===== src/rtl/decoder_sequencer_if.sv =====
// Control/strobe bundle for decoder_sequencer: the controller drives the master
// side, the decoder implements the slave side.
interface decoder_sequencer_if #(
  parameter int SEL_WIDTH  = 4,
  parameter int HOLD_WIDTH = 8
);
  localparam int OUT_COUNT = 2 ** SEL_WIDTH;

  logic                  enable;
  logic                  mode;
  logic [SEL_WIDTH-1:0]  sel;
  logic                  start;
  logic [SEL_WIDTH-1:0]  last;
  logic [HOLD_WIDTH-1:0] hold;
  logic [OUT_COUNT-1:0]  decoder_out;
  logic                  busy;
  logic                  done;

  modport master (
    output enable, mode, sel, start, last, hold,
    input  decoder_out, busy, done
  );

  modport slave (
    input  enable, mode, sel, start, last, hold,
    output decoder_out, busy, done
  );
endinterface


===== src/rtl/decoder_sequencer.sv =====
// Registered one-hot decoder with a stepped strobe sequencer (direct / scan modes).
// Define DECODER_SEQUENCER_GAP_EN to insert a one-cycle all-zero gap between strobes.
module decoder_sequencer #(
  parameter int SEL_WIDTH  = 4,
  parameter int HOLD_WIDTH = 8
) (
  input logic                clock,
  input logic                reset_n,
  decoder_sequencer_if.slave bus
);
  localparam int OUT_COUNT = 2 ** SEL_WIDTH;

`ifdef DECODER_SEQUENCER_GAP_EN
  typedef enum logic [1:0] {IDLE, SCAN, GAP} stateT;
`else
  typedef enum logic [1:0] {IDLE, SCAN} stateT;
`endif

  stateT                 stateQ,   stateD;
  logic [SEL_WIDTH-1:0]  indexQ,   indexD;
  logic [HOLD_WIDTH-1:0] holdCntQ, holdCntD;
  logic [SEL_WIDTH-1:0]  lastQ,    lastD;
  logic [HOLD_WIDTH-1:0] holdQ,    holdD;
  logic [OUT_COUNT-1:0]  outQ,     outD;
  logic                  busyQ,    busyD;
  logic                  doneQ,    doneD;

  logic [SEL_WIDTH-1:0]  nextIndex;
  logic [OUT_COUNT-1:0]  selHot;
  logic [OUT_COUNT-1:0]  nextHot;

  // index never wraps: it only advances while strictly below the captured last
  assign nextIndex = indexQ + 1'b1;

  always_comb begin
    selHot          = '0;
    selHot[bus.sel] = 1'b1;
    nextHot            = '0;
    nextHot[nextIndex] = 1'b1;
  end

  // NOTE: every variable gets a default before the case so no path can infer a latch.
  always_comb begin
    stateD   = stateQ;
    indexD   = indexQ;
    holdCntD = holdCntQ;
    lastD    = lastQ;
    holdD    = holdQ;
    outD     = outQ;
    busyD    = busyQ;
    doneD    = 1'b0;

    if (!bus.enable) begin
      stateD   = IDLE;
      indexD   = '0;
      holdCntD = '0;
      outD     = '0;
      busyD    = 1'b0;
    end else begin
      case (stateQ)
        IDLE: begin
          busyD = 1'b0;
          if (!bus.mode) begin
            outD = selHot;
          end else if (bus.start) begin
            lastD    = bus.last;
            holdD    = bus.hold;
            indexD   = '0;
            holdCntD = '0;
            outD     = {{(OUT_COUNT-1){1'b0}}, 1'b1};
            busyD    = 1'b1;
            stateD   = SCAN;
          end else begin
            outD = '0;
          end
        end

        SCAN: begin
          if (holdCntQ < holdQ) begin
            holdCntD = holdCntQ + 1'b1;
          end else if (indexQ < lastQ) begin
            holdCntD = '0;
`ifdef DECODER_SEQUENCER_GAP_EN
            // break-before-make: drop the strobe here, raise the next one from GAP
            outD   = '0;
            stateD = GAP;
`else
            indexD = nextIndex;
            outD   = nextHot;
`endif
          end else begin
            indexD   = '0;
            holdCntD = '0;
            outD     = '0;
            busyD    = 1'b0;
            doneD    = 1'b1;
            stateD   = IDLE;
          end
        end

`ifdef DECODER_SEQUENCER_GAP_EN
        GAP: begin
          indexD = nextIndex;
          outD   = nextHot;
          stateD = SCAN;
        end
`endif

        default: begin
          stateD = IDLE;
          outD   = '0;
          busyD  = 1'b0;
        end
      endcase
    end
  end

  // NOTE: sequential state uses non-blocking assignments so all registers update together.
  always_ff @(posedge clock) begin
    if (!reset_n) begin
      stateQ   <= IDLE;
      indexQ   <= '0;
      holdCntQ <= '0;
      lastQ    <= '0;
      holdQ    <= '0;
      outQ     <= '0;
      busyQ    <= 1'b0;
      doneQ    <= 1'b0;
    end else begin
      stateQ   <= stateD;
      indexQ   <= indexD;
      holdCntQ <= holdCntD;
      lastQ    <= lastD;
      holdQ    <= holdD;
      outQ     <= outD;
      busyQ    <= busyD;
      doneQ    <= doneD;
    end
  end

  assign bus.decoder_out = outQ;
  assign bus.busy        = busyQ;
  assign bus.done        = doneQ;
endmodule


===== src/flat_wrapper.sv =====
// flat-port wrapper written by rule: the top's interface ports become plain ports
module decoder_sequencer_flat 
#(
  parameter int SEL_WIDTH  = 4,
  parameter int HOLD_WIDTH = 8
)
  (clock, reset_n, bus_enable, bus_mode, bus_sel, bus_start, bus_last, bus_hold, bus_decoder_out, bus_busy, bus_done);
  decoder_sequencer_if #(.SEL_WIDTH(SEL_WIDTH), .HOLD_WIDTH(HOLD_WIDTH)) bus_i ();
  input logic clock;
  input logic reset_n;
  input wire logic [$bits(bus_i.enable)-1:0] bus_enable;
  input wire logic [$bits(bus_i.mode)-1:0] bus_mode;
  input wire logic [$bits(bus_i.sel)-1:0] bus_sel;
  input wire logic [$bits(bus_i.start)-1:0] bus_start;
  input wire logic [$bits(bus_i.last)-1:0] bus_last;
  input wire logic [$bits(bus_i.hold)-1:0] bus_hold;
  output wire logic [$bits(bus_i.decoder_out)-1:0] bus_decoder_out;
  output wire logic [$bits(bus_i.busy)-1:0] bus_busy;
  output wire logic [$bits(bus_i.done)-1:0] bus_done;
  assign bus_i.enable = bus_enable;
  assign bus_i.mode = bus_mode;
  assign bus_i.sel = bus_sel;
  assign bus_i.start = bus_start;
  assign bus_i.last = bus_last;
  assign bus_i.hold = bus_hold;
  assign bus_decoder_out = bus_i.decoder_out;
  assign bus_busy = bus_i.busy;
  assign bus_done = bus_i.done;
  decoder_sequencer #(.SEL_WIDTH(SEL_WIDTH), .HOLD_WIDTH(HOLD_WIDTH)) u_core (.clock(clock), .reset_n(reset_n), .bus(bus_i));
endmodule

===== config.mk =====
export PLATFORM = sky130hd
export DESIGN_NAME = decoder_sequencer_flat
export DESIGN_NICKNAME = d
export VERILOG_FILES = /design/src/rtl/decoder_sequencer_if.sv /design/src/rtl/decoder_sequencer.sv /design/src/flat_wrapper.sv
export SDC_FILE = /design/constraint.sdc
export NUM_CORES = 1
export LEC_CHECK = 0
export CORE_MARGIN = 1
export CORE_UTILIZATION = 43
export CTS_CLUSTER_SIZE = 10
export DETAILED_ROUTE_END_ITERATION = 8
export GPL_ROUTABILITY_DRIVEN = 0
export PLACE_DENSITY_LB_ADDON = 0.25
export REMOVE_ABC_BUFFERS = 1
export SETUP_SLACK_MARGIN = 0.5
export SLEW_MARGIN = 10
export SYNTH_ARGS = -nofsm -noshare
export SYNTH_HDL_FRONTEND = slang
export SYNTH_SLANG_ARGS = --single-unit

===== constraint.sdc =====
create_clock -name clock -period 4.7 [get_ports clock]
set_clock_uncertainty 0.05 [all_clocks]
set_input_delay 0.705 -clock clock [delete_from_list [all_inputs] [get_ports clock]]
set_output_delay 0.705 -clock clock [all_outputs]
set_load 0.02 [all_outputs]

==> flow_summary.ini <==
[layout]
final_nets = 346
fin_area_mm2 = 0.00282
antennaDiodeCount = 0
drive_gt1_frac = 0.0516
area_delta_synth_final_pct = 21.0

[min_path]
min_to = u_core.lastQ[2]
hp-start = u_core.lastQ[2]
hold_path.class = flop to flop
hold_depth = 2

[routing]
drt_iter0_markers = 88
routed_wl_um = 4970
wl_per_cell_um = 13.1
num_vias = 2091
viasPerCell = 5.50
route.detailed.drc = 0
ant_nets = 0
drtPass1Iterations = 4

[clocking]
cts_made_buffers = 5
cts_resized = 0
htreeDepth = 2
cts-root-buf = clkbuf_8
clock-sinks = 43
clk_pin_slew_ps = 90
cts_tree = built
ctsHoldBuffers = 0
clockBufferDepth = 2
cts_setup_buffers = 0
clk_latency_ps = 300

[sta]
finalSetupViolations = 0
fin_crit_sh = 0.552
slew_violations = 0
worst_pin_slew_ps = 1100
period_minus_slack_ps = 2590
hold_violations = 0
setup_tns_ps = 0
rsz0062_at_grt = false
relSlewSlack = 0.267
holdWs_ps = 416
fmax_mhz = 386

[global_routing]
antenna_found_initial = 0
first_global_vias = 1934
grt-ovfl-total = 0
grt_max_degree = 41
grt_pass1_wl_um = 8910
track_usage = 0.203

[placed_design]
hpwlAfterDp_um = 3640
place_area_mm2 = 0.00273
port_buffers = 38

[power_and_ir_drop]
finalPower_w = 0.000676
vdd_drop_max_mv = 0.186
p_leak_nw = 1.01
power.density_mw_per_mm2 = 240

[run]
drv_cap = 0

[setup_path]
cpPeakStageDelay_ps = 920
cp-start-kind = flop
worstPathMaxFanout = 40
cp.arrival_ps = 2740
cp.required_ps = 4840
critical_path.most_common_cell = o21ai_0
endpoint_kind = flop
r2r-end = u_core.holdCntQ[6]
r2r_setup_slack_ps = 2110
setup.worst_path.class = flop to flop
reg2regPathDepth = 6
timing.rr.start = u_core.holdCntQ[2]
cp_slowest_cell = a21o_1
crit_chain = ha_1 -> nand2_1 -> o21ai_0 -> a21o_1 -> o21ai_0 -> a31o_2

[logic_synthesis]
synth_edf_count = 0
async_reset_ff_frac = 0
synth_most_common_cell = dfxtp_1
yosysWarnings = 0
yosys-top-cells-area = dfxtp_1 (37%), ha_1 (8.6%), nand2_1 (6.3%)
ys.flop_type = dfxtp_1
synth_cells = 278
syn_area_mm2 = 0.00233
synth_commonest_cells = dfxtp_1 (43), nand2_1 (39), a21oi_1 (18), o21ai_0 (18), ha_1 (16)
ys_seq_elements = 43
synth_top_cell_by_area = dfxtp_1
synth_cell_type_count = 44
syn_area_per_cell_um2 = 8.38
synth_top_area_frac = 0.370
yosysSeqAreaShare = 0.370

[floorplan]
num_io_pins = 39
die-area_mm2 = 0.00571
rows = 26
die_x_um = 75.6
core_mm2 = 0.00517
initial_core_util = 0.450
die_h_um = 75.6

[status]
status = finished clean
-- where the power goes --
part / switching, W / internal [W] / total [W] / leakage (nW)
Clock: 0.000128 / 0.000104 / 0.000232 / 0.0412
Sequential: 0.00000350 / 0.000370 / 0.000373 / 0.347
Combinational: 0.0000380 / 0.0000325 / 0.0000705 / 0.624
-- metrics by stage --
stage	instances	worst slack (ps)	utilization
6_report	380	2110	0.545
5_1_grt	380	1790	0.545
4_1_cts	380	2070	0.545
3_5_place_dp	372	1830	0.528
3_3_place_gp	372	1880	0.528
2_1_floorplan	264	2530	-
-- logic make-up (layout without fill, tap and decap cells) --
| family | count (synthesis) | in the layout | share of synthesized area |
|---|---|---|---|
| AOI/OAI and AO/OA | 94 | 94 | 0.282 |
| and+or+nand+nor | 93 | 93 | 0.196 |
| DFF | 43 | 43 | 0.370 |
| buffers and inverters | 28 | 60 | 0.0505 |
| adders and majority gates | 16 | 16 | 0.0860 |
| xor gates and xnor gates | 3 | 3 | 0.0113 |
| muxes | 1 | 1 | 0.00430 |
-- registers in the layout (all words and copies together) (netlist names) --
name,count
u_core.stateQ,1
u_core.bus.done,1
u_core.bus.decoder_out,16
u_core.indexQ,4
u_core.holdCntQ,8
u_core.lastQ,4
u_core.bus.busy,1
u_core.holdQ,8
-- how the worst max path moves through the flow --
stage	start	to	slack, ps	depth (start not counted)
global placement	reset_n	u_core.bus.done	1880	4
global route	u_core.holdCntQ[2]	u_core.bus.decoder_out[5]	1790	6
detailed placement	reset_n	u_core.bus.done	1830	4
CTS	u_core.holdCntQ[2]	u_core.holdCntQ[6]	2070	6
floorplan	u_core.holdQ[2]	u_core.holdCntQ[6]	2530	7
finish	u_core.holdCntQ[2]	u_core.holdCntQ[6]	2110	6
-- final cells by class --
class,instances,area (um^2)
clock buffers,6,72.6
clock inverters,2,12.5
fillers,476,2360
inverters,14,52.6
multi-input cells,207,1350
flip-flops and latches,43,861
well taps,70,87.6
repair buffers,38,380
-- per-layer routing --
metal | GRT usage | wire [um]
met1 | 0.269 | 2360
met2 | 0.329 | 2390
met3 | 0.0476 | 152
met4 | 0.0638 | 63
met5 | 0 | 0
-- layout by cell type, fill, tap and decap left out, types with 3 or more instances in the layout --
master           instances
o211a_1                 10
clkbuf_8                 5
a21boi_0                12
nand3_1                 14
clkdlybuf4s50_1         38
o21ai_0                 18
a21oi_1                 18
inv_1                   14
nor2_1                  11
nor3_1                   6
nand2_1                 39
a2bb2oi_1                8
dfxtp_1                 43
and2_1                   3
a31o_2                   3
o211ai_1                14
nor2b_1                  3
ha_1                    16
-- critical path: cells and delay by family, from the launching register on --
kind,cells,cell delay (ps)
flops,1,370
simple gates,1,40
fa+ha+maj,1,310
compound gates,4,1720
Power figures use the tool's default switching activity.
==> edit 1 (same flow settings) <==
`SEL_WIDTH` is set to 4 in 3 places; all go to 3.
--- a/src/rtl/decoder_sequencer_if.sv
+++ b/src/rtl/decoder_sequencer_if.sv
@@ -2,5 +2,5 @@
 // side, the decoder implements the slave side.
 interface decoder_sequencer_if #(
-  parameter int SEL_WIDTH  = 4,
+  parameter int SEL_WIDTH  = 3,
   parameter int HOLD_WIDTH = 8
 );
--- a/src/rtl/decoder_sequencer.sv
+++ b/src/rtl/decoder_sequencer.sv
@@ -2,5 +2,5 @@
 // Define DECODER_SEQUENCER_GAP_EN to insert a one-cycle all-zero gap between strobes.
 module decoder_sequencer #(
-  parameter int SEL_WIDTH  = 4,
+  parameter int SEL_WIDTH  = 3,
   parameter int HOLD_WIDTH = 8
 ) (
--- a/src/flat_wrapper.sv
+++ b/src/flat_wrapper.sv
@@ -2,5 +2,5 @@
 module decoder_sequencer_flat 
 #(
-  parameter int SEL_WIDTH  = 4,
+  parameter int SEL_WIDTH  = 3,
   parameter int HOLD_WIDTH = 8
 )
Ports: changed (resized bus_decoder_out, bus_last and bus_sel); port bits go from 39 to 29. The function was not compared with the original's and may differ.
==> edit 1 against the unedited design <==
- worst setup slack gained 0.27 ns
- worst hold slack is essentially flat
- non-clock buffer count shrank 10
- wire length shrank 26%
- power shrank 18%
- design area shrank 26%
- area after synthesis shrank 26%
- sequential cell count shrank 10
- die area shrank 26%
- utilization grew 1.5 points
- critical endpoint is now u_core.holdCntQ[5]
- highest routed layer unchanged
==> edit 1: results (changes against the unedited design) <==
status=completed (unchanged); Place WS=2.259 ns (was 1.834 ns); Clock transition at path regs=0.07 ns (was 0.09 ns); worst hold slack=0.4161 ns (was 0.4156 ns); Crit Path Max Fanout=11 (was 40); fin crit share=49.48% (was 55.18%); buffers added on ports=28 (was 38); Max H-tree Level=2 (unchanged); final wirelength=3.661 mm (was 4.972 mm); Switching Power=133.7 uW (was 169.7 uW); finished layout cell area=2095 um2 (was 2816 um2); Max VDD drop=0.1713 mV (was 0.1862 mV); largest net degree at the start of global routing=24 (was 41); Post-DP HPWL=2.607 mm (was 3.644 mm); Leak=0.7315 nW (was 1.013 nW); synth top area cells=dfxtp_1 (38%), nand2_1 (8.7%), ha_1 (8.0%) (was dfxtp_1 (37%), ha_1 (8.6%), nand2_1 (6.3%)); R2R cell count=7 (was 6); Power Dens Cells=263.2 nW/um2 (was 240.0 nW/um2); nets=277 (was 346); slowest stage cell on the critical path=a21oi_1 (was a21o_1); via count=1545 (was 2091); Cell Count, Final, Fillers Out=296 (was 380); filler instances=383 (was 476); Seq power=288 uW (was 373 uW); crit-path leading delay family=compound AO/OA/AOI/OAI gates (unchanged); Post-Place Cell Area=2014 um2 (was 2731 um2); Synth top cells by count=nand2_1 (40), dfxtp_1 (33), a21oi_1 (16), nor2_1 (16), o21ai_0 (15) (was dfxtp_1 (43), nand2_1 (39), a21oi_1 (18), o21ai_0 (18), ha_1 (16)); Synth cell types=27 (was 44); Skew-Pair Late Insertion Delay=0.28 ns (was 0.30 ns); R2R Setup Slk=2.37 ns (was 2.11 ns); first-pass GRT wire length=6.527 mm (was 8.907 mm); sequential area share after synthesis=38.48% (was 36.97%); Ant. Diodes=0 (unchanged); Max stage delay on crit path=0.72 ns (was 0.92 ns); total track usage=19.82% (was 20.34%); root buffer cell=clkbuf_8 (unchanged); Inserted Clock Buffers=5 (unchanged); Synth Instances=223 (was 278); Clock Power=204 uW (was 232 uW); DR iter-0 viols=96 (was 88); share of cells above drive strength 1=2.419% (was 5.161%); dpl cells=288 (was 372); Least-Margin Pin Slew=0.9852 ns (was 1.100 ns); Data arrival, critical path=2.49 ns (was 2.74 ns)
## edit 1: final timing paths
check,start,endpoint
setup reg to reg,u_core.holdQ[6],u_core.holdCntQ[5]
hold / removal,u_core.lastQ[1],u_core.lastQ[1]
setup / recovery,u_core.holdQ[6],u_core.holdCntQ[5]
hold reg to reg,u_core.lastQ[1],u_core.lastQ[1]
## edit 1: final cells by class
| cell class | instances | area share [%] |
|---|---|---|
| inverter | 10 | 1.792 |
| multi-input combinational | 169 | 46.59 |
| sequential | 33 | 31.54 |
| timing repair buffer | 28 | 13.38 |
| tap | 48 | 2.867 |
| clock buffer | 8 | 3.823 |
## edit 1: layer usage
layer	GRT usage, %	part of all wire [%]	up-vias
met2	33.89	47	28
met3	6.250	3.6	6
met4	5.978	1.6	0
met5	0	0	-
met1	23.45	48	683
li1	-	-	828
## edit 1: cells by family after synthesis
group,after synthesis,synth area share [%]
buffers and inverters,21,4.665
adders and majority gates,11,8.017
DFF,33,38.48
AOI/OAI and AO/OA,70,25.87
and+or+nand+nor,88,22.96
==> edit 2 (same flow settings) <==
Made on the original files. Take the reset off `holdQ` and load it in a clocked block of its own.
--- a/src/rtl/decoder_sequencer.sv
+++ b/src/rtl/decoder_sequencer.sv
@@ -123,5 +123,4 @@
       holdCntQ <= '0;
       lastQ    <= '0;
-      holdQ    <= '0;
       outQ     <= '0;
       busyQ    <= 1'b0;
@@ -132,9 +131,12 @@
       holdCntQ <= holdCntD;
       lastQ    <= lastD;
-      holdQ    <= holdD;
       outQ     <= outD;
       busyQ    <= busyD;
       doneQ    <= doneD;
     end
+  end
+
+  always_ff @(posedge clock) begin
+    holdQ <= holdD;
   end
 
Formal check against the unedited RTL: no difference found for any inputs over 10 cycles, from zero or initial values and one cycle with reset_n low; that may be too few to reach the edited logic, so the function may still have changed.
==> edit 2 against the unedited design <==
- critical path depth unchanged
- sequential cell count unchanged
- count of clock-buffer cells in the layout down 1
- worst setup slack better by 0.14 ns
- design area down 2.5%
- area after synthesis down 3.2%
- wire length up 4.1%
- power up 1.5%
- critical path type unchanged
- largest cell class unchanged
- highest routed layer unchanged
==> edit 2: results (changes against the unedited design) <==
status=completed (unchanged); via count=2087 (was 2091); dpl cells=365 (was 372); first-pass GRT wire length=8.721 mm (was 8.907 mm); Data arrival, critical path=2.64 ns (was 2.74 ns); Least-Margin Pin Slew=1.003 ns (was 1.100 ns); Largest register FFs=16 (unchanged); Clock Path Buffers=2 (unchanged); synth warn=0 (unchanged); Worst Hold Class=reg2reg (unchanged); Synth cell types=37 (was 44); Clock transition at path regs=0.08 ns; sequential area share after synthesis=41.73% (was 36.97%); Skew-Pair Late Insertion Delay=0.30 ns (about the same); number of global-route vias before repair=1939 (was 1934); buffers added on ports=38 (unchanged); Post-Place Cell Area=2663 um2 (was 2731 um2); Ant. Diodes=0 (unchanged); hold wc startpoint=u_core.lastQ[2] (unchanged); Place WS=2.054 ns (was 1.834 ns); DR iter-0 viols=131 (was 88); Crit Path Max Fanout=39 (was 40); share of cells above drive strength 1=2.941% (was 5.161%); post-CTS sizing=0 (unchanged); vias per cell=5.595 (was 5.503); Max stage delay on crit path=0.62 ns (was 0.92 ns); R2R cell count=6 (unchanged); EDFF count, synth=8 (was 0); Post-DP HPWL=3.667 mm (was 3.644 mm); slowest stage cell on the critical path=or4_1 (was a21o_1); Switching Power=172.0 uW (was 169.7 uW); Synth top cells by count=dfxtp_1 (35), o21ai_0 (27), nor2_1 (25), a21oi_1 (24), nand2_1 (24) (was dfxtp_1 (43), nand2_1 (39), a21oi_1 (18), o21ai_0 (18), ha_1 (16)); nets=342 (was 346); synth top area cells=dfxtp_1 (31%), edfxtp_1 (11%), ha_1 (8.9%) (was dfxtp_1 (37%), ha_1 (8.6%), nand2_1 (6.3%)); Syn Area/Cell=8.289 um2 (was 8.376 um2); final wirelength=5.178 mm (was 4.972 mm); Leak=0.9759 nW (was 1.013 nW); Inserted Clock Buffers=5 (unchanged); Max VDD drop=0.1264 mV (was 0.1862 mV); CP Launch Point=u_core.holdCntQ[2] (unchanged); total track usage=20.40% (was 20.34%); crit-path leading delay family=compound AO/OA/AOI/OAI gates (unchanged); root buffer cell=clkbuf_8 (unchanged); Pre-antenna DRT Iters=4 (unchanged); Max H-tree Level=2 (unchanged); largest net degree at the start of global routing=40 (was 41)
-- edit 2: worst register-to-register path, delay by kind of cell, from the launching register on --
family,cells,cell delay (ns)
DFF,1,0.44
and+or+nand+nor,2,0.73
AOI/OAI and AO/OA,3,0.89
adders and majority gates,1,0.29
-- edit 2: logic make-up (layout without fill, tap and decap cells) --
group / Yosys count / in the layout / synth area share (%)
adders and majority gates: 16 / 16 / 8.879
xor gates and xnor gates: 2 / 2 / 0.7771
buffers and inverters: 28 / 62 / 5.161
AOI/OAI and AO/OA: 89 / 89 / 23.36
DFF: 43 / 43 / 41.73
muxes: 1 / 1 / 0.4440
and+or+nand+nor: 93 / 93 / 19.64
-- edit 2: area by class of cell --
class | instances | area [um2]
fill | 493 | 2133
multi-input combinational | 201 | 1197
sequential | 43 | 940.9
timing repair buffer | 38 | 380.4
tap | 67 | 83.83
clock buffer | 5 | 68.82
inverter | 16 | 60.06
clock inverter | 3 | 15.01
-- edit 2: power groups by stage --
stage | clock network, mW | registers (mW) | logic (mW)
after floorplan | 0 | 0.397 | 0.0300
after global placement | 0 | 0.394 | 0.0674
after detailed placement | 0 | 0.394 | 0.0688
after CTS | 0.237 | 0.386 | 0.0692
after global routing | 0.252 | 0.387 | 0.0770
final | 0.232 | 0.386 | 0.0691
-- edit 2: worst paths after layout --
check,slack [ns],to
worst max-delay path,2.25,u_core.holdCntQ[7]
worst max register to register,2.25,u_core.holdCntQ[7]
worst min register to register,0.42,u_core.lastQ[2]
worst min-delay path,0.42,u_core.lastQ[2]
-- edit 2: routing by layer --
layer	vias to the layer above	GRT usage (%)	share of wire, %
met5	-	0	0
met4	0	5.660	0.93
met3	4	4.065	5.2
met2	62	32.73	46
met1	968	27.90	48
li1	1053	-	-
